File: src/rtl/cache_mem_arbiter.sv
// Shares one single-word RAM port between the icache fill port and the dcache fill/writeback port.
// Build option: define ARB_ISTARVE_GUARD_EN to cap consecutive dcache grants while the icache waits.
module cache_mem_arbiter #(
  parameter int ADDR_W    = 32,
  parameter int WORD_W    = 32,
  parameter int MAX_DWINS = 4
) (
  input  logic              CLK,
  input  logic              RST,
  input  logic              iREN,
  input  logic [ADDR_W-1:0] iaddr,
  output logic [WORD_W-1:0] iload,
  output logic              iwait,
  input  logic              dREN,
  input  logic              dWEN,
  input  logic [ADDR_W-1:0] daddr,
  input  logic [WORD_W-1:0] dstore,
  output logic [WORD_W-1:0] dload,
  output logic              dwait,
  output logic              ramREN,
  output logic              ramWEN,
  output logic [ADDR_W-1:0] ramaddr,
  output logic [WORD_W-1:0] ramstore,
  input  logic [WORD_W-1:0] ramload,
  input  logic              ram_ready
);

  typedef enum logic [1:0] {
    IDLE   = 2'd0,
    IGRANT = 2'd1,
    DGRANT = 2'd2
  } state_t;

  state_t            state_reg, state_next;
  logic [ADDR_W-1:0] addr_reg, addr_next;
  logic [WORD_W-1:0] store_reg, store_next;
  logic              we_reg, we_next;

  logic d_req;
  logic pick_i;

  // A simultaneous read and write request from the dcache is a write.
  assign d_req = dREN | dWEN;

  assign iload = ramload;
  assign dload = ramload;

`ifdef ARB_ISTARVE_GUARD_EN
  localparam int DWIN_W = (MAX_DWINS < 1) ? 1 : $clog2(MAX_DWINS + 1);
  localparam logic [DWIN_W-1:0] DWIN_MAX = DWIN_W'(MAX_DWINS);

  logic [DWIN_W-1:0] dwin_reg, dwin_next;

  // Once the dcache has won MAX_DWINS times in a row against a waiting icache, the icache goes next.
  assign pick_i = iREN & (~d_req | (dwin_reg == DWIN_MAX));

  always_comb begin
    dwin_next = dwin_reg;
    if (state_reg == IGRANT && ram_ready) begin
      dwin_next = '0;
    end else if (state_reg == DGRANT && ram_ready && iREN && dwin_reg != DWIN_MAX) begin
      dwin_next = dwin_reg + DWIN_W'(1);
    end
  end

  always_ff @(posedge CLK or posedge RST) begin
    if (RST) begin
      dwin_reg <= '0;
    end else begin
      dwin_reg <= dwin_next;
    end
  end
`else
  // MAX_DWINS only matters when the starvation guard is built in.
  localparam int unused_max_dwins = MAX_DWINS;

  assign pick_i = iREN & ~d_req;
`endif

  always_comb begin
    state_next = state_reg;
    addr_next  = addr_reg;
    store_next = store_reg;
    we_next    = we_reg;
    ramREN     = 1'b0;
    ramWEN     = 1'b0;
    ramaddr    = '0;
    ramstore   = '0;
    iwait      = 1'b1;
    dwait      = 1'b1;

    case (state_reg)
      IDLE: begin
        if (pick_i) begin
          state_next = IGRANT;
          addr_next  = iaddr;
          store_next = '0;
          we_next    = 1'b0;
        end else if (d_req) begin
          state_next = DGRANT;
          addr_next  = daddr;
          store_next = dstore;
          we_next    = dWEN;
        end
      end

      IGRANT: begin
        ramREN   = ~we_reg;
        ramWEN   = we_reg;
        ramaddr  = addr_reg;
        ramstore = store_reg;
        if (ram_ready) begin
          iwait      = 1'b0;
          state_next = IDLE;
        end else if (!iREN) begin
          state_next = IDLE;
        end
      end

      DGRANT: begin
        ramREN   = ~we_reg;
        ramWEN   = we_reg;
        ramaddr  = addr_reg;
        ramstore = store_reg;
        // Completion wins over a request dropped in the same cycle.
        if (ram_ready) begin
          dwait      = 1'b0;
          state_next = IDLE;
        end else if (!d_req) begin
          state_next = IDLE;
        end
      end

      default: begin
        state_next = IDLE;
      end
    endcase
  end

  always_ff @(posedge CLK or posedge RST) begin
    if (RST) begin
      state_reg <= IDLE;
      addr_reg  <= '0;
      store_reg <= '0;
      we_reg    <= 1'b0;
    end else begin
      state_reg <= state_next;
      addr_reg  <= addr_next;
      store_reg <= store_next;
      we_reg    <= we_next;
    end
  end

endmodule

File: config.mk
export PLATFORM = sky130hd
export DESIGN_NAME = cache_mem_arbiter
export DESIGN_NICKNAME = d
export VERILOG_FILES = /design/src/rtl/cache_mem_arbiter.sv
export SDC_FILE = /design/constraint.sdc
export NUM_CORES = 1
export LEC_CHECK = 0
export CAP_MARGIN = 0
export CORE_MARGIN = 2
export CORE_UTILIZATION = 30
export DETAILED_ROUTE_END_ITERATION = 6
export GPL_TIMING_DRIVEN = 0
export PLACE_DENSITY = 0.74
export SYNTH_ARGS = -nofsm -noshare
export SYNTH_HDL_FRONTEND = slang
export SYNTH_SLANG_ARGS = --single-unit
File: constraint.sdc
create_clock -name CLK -period 1.85 [get_ports CLK]
set_input_delay 0.185 -clock CLK [delete_from_list [all_inputs] [get_ports CLK]]
set_output_delay 0.185 -clock CLK [all_outputs]
set_load 0.005 [all_outputs]
* After elaboration in Yosys (flattened, before gate mapping)
Index checks and enable logic that the tools add are counted.
** Operators by class
- Eq/ne operators :: 5
- Multiplexer cells :: 20
- Bitwise gates (word level) :: 4
- Reduce and logical (&&, ||, !) cells :: 5
** Operators by type and width (number)
- $mux 32 :: 6
- $mux 2 :: 6
- $ne 3x3->1 const B :: 3
- $mux 1 :: 7
- $pmux 2 s3 :: 1
- $reduce_and 3->1 :: 1
- $eq 2x1->1 const B :: 1
- $eq 2x2->1 const B :: 1
- $logic_not 2->1 :: 1
- $not 1->1 :: 2
- $reduce_and 2->1 :: 1
- $reduce_bool 2->1 :: 1
- $reduce_or 2->1 :: 1
- $and 1x1->1 :: 1
- $or 1x1->1 :: 1
** Word-level totals
- Register bits after elaboration :: 67
- Bits of input ports :: 134
- Output and inout bits :: 132
- Logic and storage cells :: 38

* Depth between registers and ports, before layout
- Depth after elaboration :: 5
- Mapped depth :: 8
- Depth with buffers taken out :: 5

* Least setup slack after synthesis
Ideal clock, no wire load.
- Path kind :: register to register
- Start :: register state_reg[0]
- End :: register addr_reg[0]
- Library setup time :: 72 ps
- Arrival :: 1429 ps
- Slack :: 350 ps
- Cell stages (with the launch flop) :: 8
- Path buffers :: 2
- Clock period less this slack :: 1500 ps
- Path through :: dfrtp_1 -> inv_1 -> ha_1 -> buf_2 -> o31a_2 -> clkbuf_1 -> o22ai_1 -> nor2_1
** On the way
- Cells in the longest elaborated chain, start to end :: 2
** RTL lines
- start: declaration :: RTL line 34 : state_t state_reg, state_next;
- start signal: assignment :: RTL line 147 : state_reg <= state_next;
- $logic_not 2->1 :: RTL line 92 : case (state_reg)
- $reduce_and 2->1 (no line)
- end signal: assignment :: RTL line 148 : addr_reg <= addr_next;
- end: declaration :: RTL line 35 : logic [ADDR_W-1:0] addr_reg, addr_next;
Every way passes these cells.
A chain may end at the register's enable or synchronous reset.

* Worst setup path in the final report
- Start :: register state_reg[0]
- End :: output port ramaddr[7]
** On the way
- Cells in the longest elaborated chain, start to end :: 3
- Elaborated cells between the ends (all ways) :: 4
- Classes of those cells :: 2 x eq/ne; 1 x mux; 1 x reduce/logical
** RTL lines
- $eq 2x2->1 or $eq 2x1->1 (tied branches) :: RTL line 92
- $reduce_or 2->1 (no line) (*)
- $mux 32 (*) :: RTL line 92
- end: declaration :: RTL line 22 : output logic [ADDR_W-1:0] ramaddr,
Mark *: on every way between the ends. The rest lies on a longest branch, timed or not.

==> impl_results.md <==
- Outcome: complete, but fails checks
- Violations in the final reports: setup timing
- Max Slew Vio Count: 0
- Worst Setup Slack, final: -0.08140 ns
- Die outline area: 0.01310 mm^2
- Area share of and/or/nand/nor cells after synthesis: 19.96%
- Routed wire length: 12.25 mm
- Maximum clock frequency: roughly 520 MHz
- Detail Placement HPWL: just over 9 mm
- Share of the yosys chip area belonging to registers: 45.80%
- Total of warnings raised by yosys: 0
- Total number of vias: 3,633
- Starting density of the core: 30.61%
- Antenna viol nets, final: 0
- Clock Sinks: 67
- Mapped Area: 0.003661 mm^2
- Post-synthesis average cell area: roughly 9.7 um^2
- Dominant combinational cell family by area after synthesis: simple AND/OR/NAND/NOR gates
- CP peak stage delay: 0.39 ns
- Final std cells w/o fill: 790
- Critical Path Source Type: flop
- GRT Util Overall: 18.47%
- Worst setup skew after layout: about 0.0064 ns
- Crit end category: primary output
- Cell breakdown of the critical path: inv_2 -> ha_4 -> clkbuf_16 -> buf_8 -> clkbuf_16 -> and2_4 -> buf_6
- Slowest stage cell, crit path: dfrtp_1
- Final cycle utilization of the critical path: 104.4%
- Worst ir drop on vdd: 677.4 uV
- Average detailed-routed wire length per instance: 15.51 um
- Clock-pin slew on the worst setup and hold paths: 0.05 ns
- Startpoint-to-endpoint class of the critical path: flop to primary output
- Post-Synth Adder-Cell Area: 1.025%
- Required time of the critical path: 1.66 ns
- Final-report hold violation count: 0
- Reg-to-reg slack, setup: about 0.13 ns
- Horizontal extent of the die: ~110 um
- Flip-flop and latch count after synthesis: 67
- Clock Latency Late Sink: 0.32 ns
- Share of post-route cells with drive strength above 1: 32.81%
- Per-cell via count in the routed design: roughly 4.6
- Min Clock Period, post-route: 1.931 ns
- Die Ht: 114.5 um
- TritonCTS clock tree: yes
- Share of the synthesized netlist area taken by xor and xnor gates: 0%
- Number of buffers inserted by hold repair at cts: 0
- Fraction of synthesized area in multiplexers: 0.2734%
- Most common cell type on the critical path: clkbuf_16
- Count of buffers from port buffering: 233
- Core region area: 0.01196 mm^2
- Pin count of the biggest net entering global routing: 40
- ANT cells: 0
- Starting DRT DRC Count: between 100 and 150
- Setup repair after global routing missed its margin: true
- Most common library cell in the layout ignoring fill and taps: clkdlybuf4s50_1
- Wire length of the first global-routing pass: 18.81 mm
- Number of buffers added by the clock tree synthesis step: 9
- CTS Buffer Depth: 2
- Transition time at the pin with the least slew margin: 0.6844 ns
- Leakage: between 3 and 4 nW
- Synthesized netlist cell count: around 380
- Highest net fanout along the worst path: 8
- Worst relative slew slack: 54.28%
- Root buf cell: clkbuf_16
- Total global routing overflow: 0
- Worst endpoint data arrival time: ~1.8 ns
- Final setup viols: 17
- Total nets after synthesis: 516
- Post-layout instance area: between 0.006 and 0.007 mm^2
- Ratio of total power to cell area: about 1500 mW/mm^2
- Net count reported at finish: 775
- CTS H-Tree Depth: 3
- Setup TNS Final: -0.9335 ns
- Standard-cell rows: 40
- Number of max-cap violations: 0
- Synthesized-area fraction occupied by ao, oa, aoi and oai cells: ~15%
- Post-place instance area: between 0.006 and 0.007 mm^2
- Placed Instances: 760
- Type of the most critical hold path: primary input to async pin
- Via count of the first global-routing pass: 3,799
- Initial antenna violation count: 0
- DRC errors left: 0
- Routability Congestion: about 0.76
- Netlist cell types: 28
- Most frequent cells in the layout: clkdlybuf4s50_1 (165), buf_4 (74), dfrtp_1 (67)
- Detailed Routing Iterations Pass 1: 4
- Signed area change from the synthesized netlist to the final layout: 82.71%
- Num ports: approximately 270
## layer usage
layer / up-vias / global-route usage (%) / share of wire, %
li1: 1733 / - / -
met2: 165 / 32.62 / 50
met1: 1720 / 20.44 / 38
met4: 0 / 5.772 / 2.0
met3: 15 / 7.094 / 9.4
met5: - / 0 / 0
## cell usage after synthesis
library cell / count / area (um^2)
o22ai_1: 33 / 206.5
and2_4: 1 / 8.760
nor3b_1: 1 / 7.510
a22o_2: 3 / 30.03
a2bb2oi_1: 1 / 8.760
clkbuf_1: 14 / 52.55
dfrtp_1: 67 / 1677
and2_1: 66 / 412.9
buf_2: 4 / 20.02
buf_4: 67 / 503.0
o221ai_1: 1 / 8.760
o21ai_4: 1 / 16.27
nor2_1: 64 / 240.2
nor2b_1: 2 / 12.51
or2_1: 1 / 6.260
nand4bb_2: 1 / 16.27
o21ai_1: 1 / 5.000
a22o_1: 30 / 262.8
mux2i_1: 1 / 10.01
buf_6: 5 / 56.30
nand4_1: 1 / 6.260
a31oi_1: 1 / 6.260
inv_1: 4 / 15.01
nand2b_1: 2 / 12.51
o31a_2: 1 / 10.01
a21oi_1: 1 / 5.000
ha_1: 3 / 37.54
nand2_1: 2 / 7.510
## kinds of logic after synthesis
group                      after synthesis
adders and majority gates                3
buffers and inverters                   94
AOI/OAI and AO/OA                       73
DFF                                     67
muxes                                    1
and+or+nand+nor                        141
## path summary, 6_finish.rpt
path | from | endpoint | cells past startpoint
min in group CLK | daddr[7] | addr_reg[7]$_DFFE_PP0P_ | 3
setup / recovery | state_reg[0]$_DFFE_PP0P_ | ramaddr[7] | 7
hold / removal | RST | addr_reg[8]$_DFFE_PP0P_ | 2
setup reg to reg | state_reg[0]$_DFFE_PP0P_ | addr_reg[3]$_DFFE_PP0P_ | 8
hold reg to reg | store_reg[21]$_DFFE_PP0P_ | store_reg[21]$_DFFE_PP0P_ | 1
max in group asynchronous | RST | store_reg[13]$_DFFE_PP0P_ | 3
## final cells by class
cell class	count	area (um^2)
well taps	147	183.9
plain buffers	90	755.7
multi-input cells	218	1418
fillers	1074	5273
clock inverters	2	10.01
inverters	4	18.77
flip-flops and latches	67	1677
clock buffers	14	264.0
repair buffers	248	2362
## worst max-delay path: cells and delay by family, from the launching register on
| kind | cells | cell delay [ns] |
|---|---|---|
| buf+inv | 5 | 0.67 |
| flops | 1 | 0.39 |
| fa+ha+maj | 1 | 0.23 |
| simple gates | 1 | 0.13 |
## repair_timing
action	4_1_cts	5_1_grt
gates resized for setup	239	80
pin swaps	2	6
buffers inserted	7	3
setup endpoints to repair	69	98
cloned	5	0
## through the flow
step / setup slack [ns] / hold slack [ns] / utilization, % / power, mW
detailed placement: -0.7875 / 0.4832 / 51.84 / 7.482
finish: -0.08140 / 0.3158 / 55.92 / 9.795
global placement: -0.7618 / 0.4802 / 51.67 / 7.361
floorplan: 0.3497 / 0.3175 / - / 4.815
CTS: -0.08705 / 0.3400 / 55.00 / 9.387
global route: -0.1563 / 0.3696 / 55.92 / 10.52
## power breakdown
group          internal, mW  total [mW]  switching [mW]
Clock                 0.977        1.58           0.599
Combinational          3.46        5.69            2.23
Sequential             2.17        2.53           0.360
Total                  6.60        9.79            3.19
Note: power is estimated with default switching activity, not from simulation.
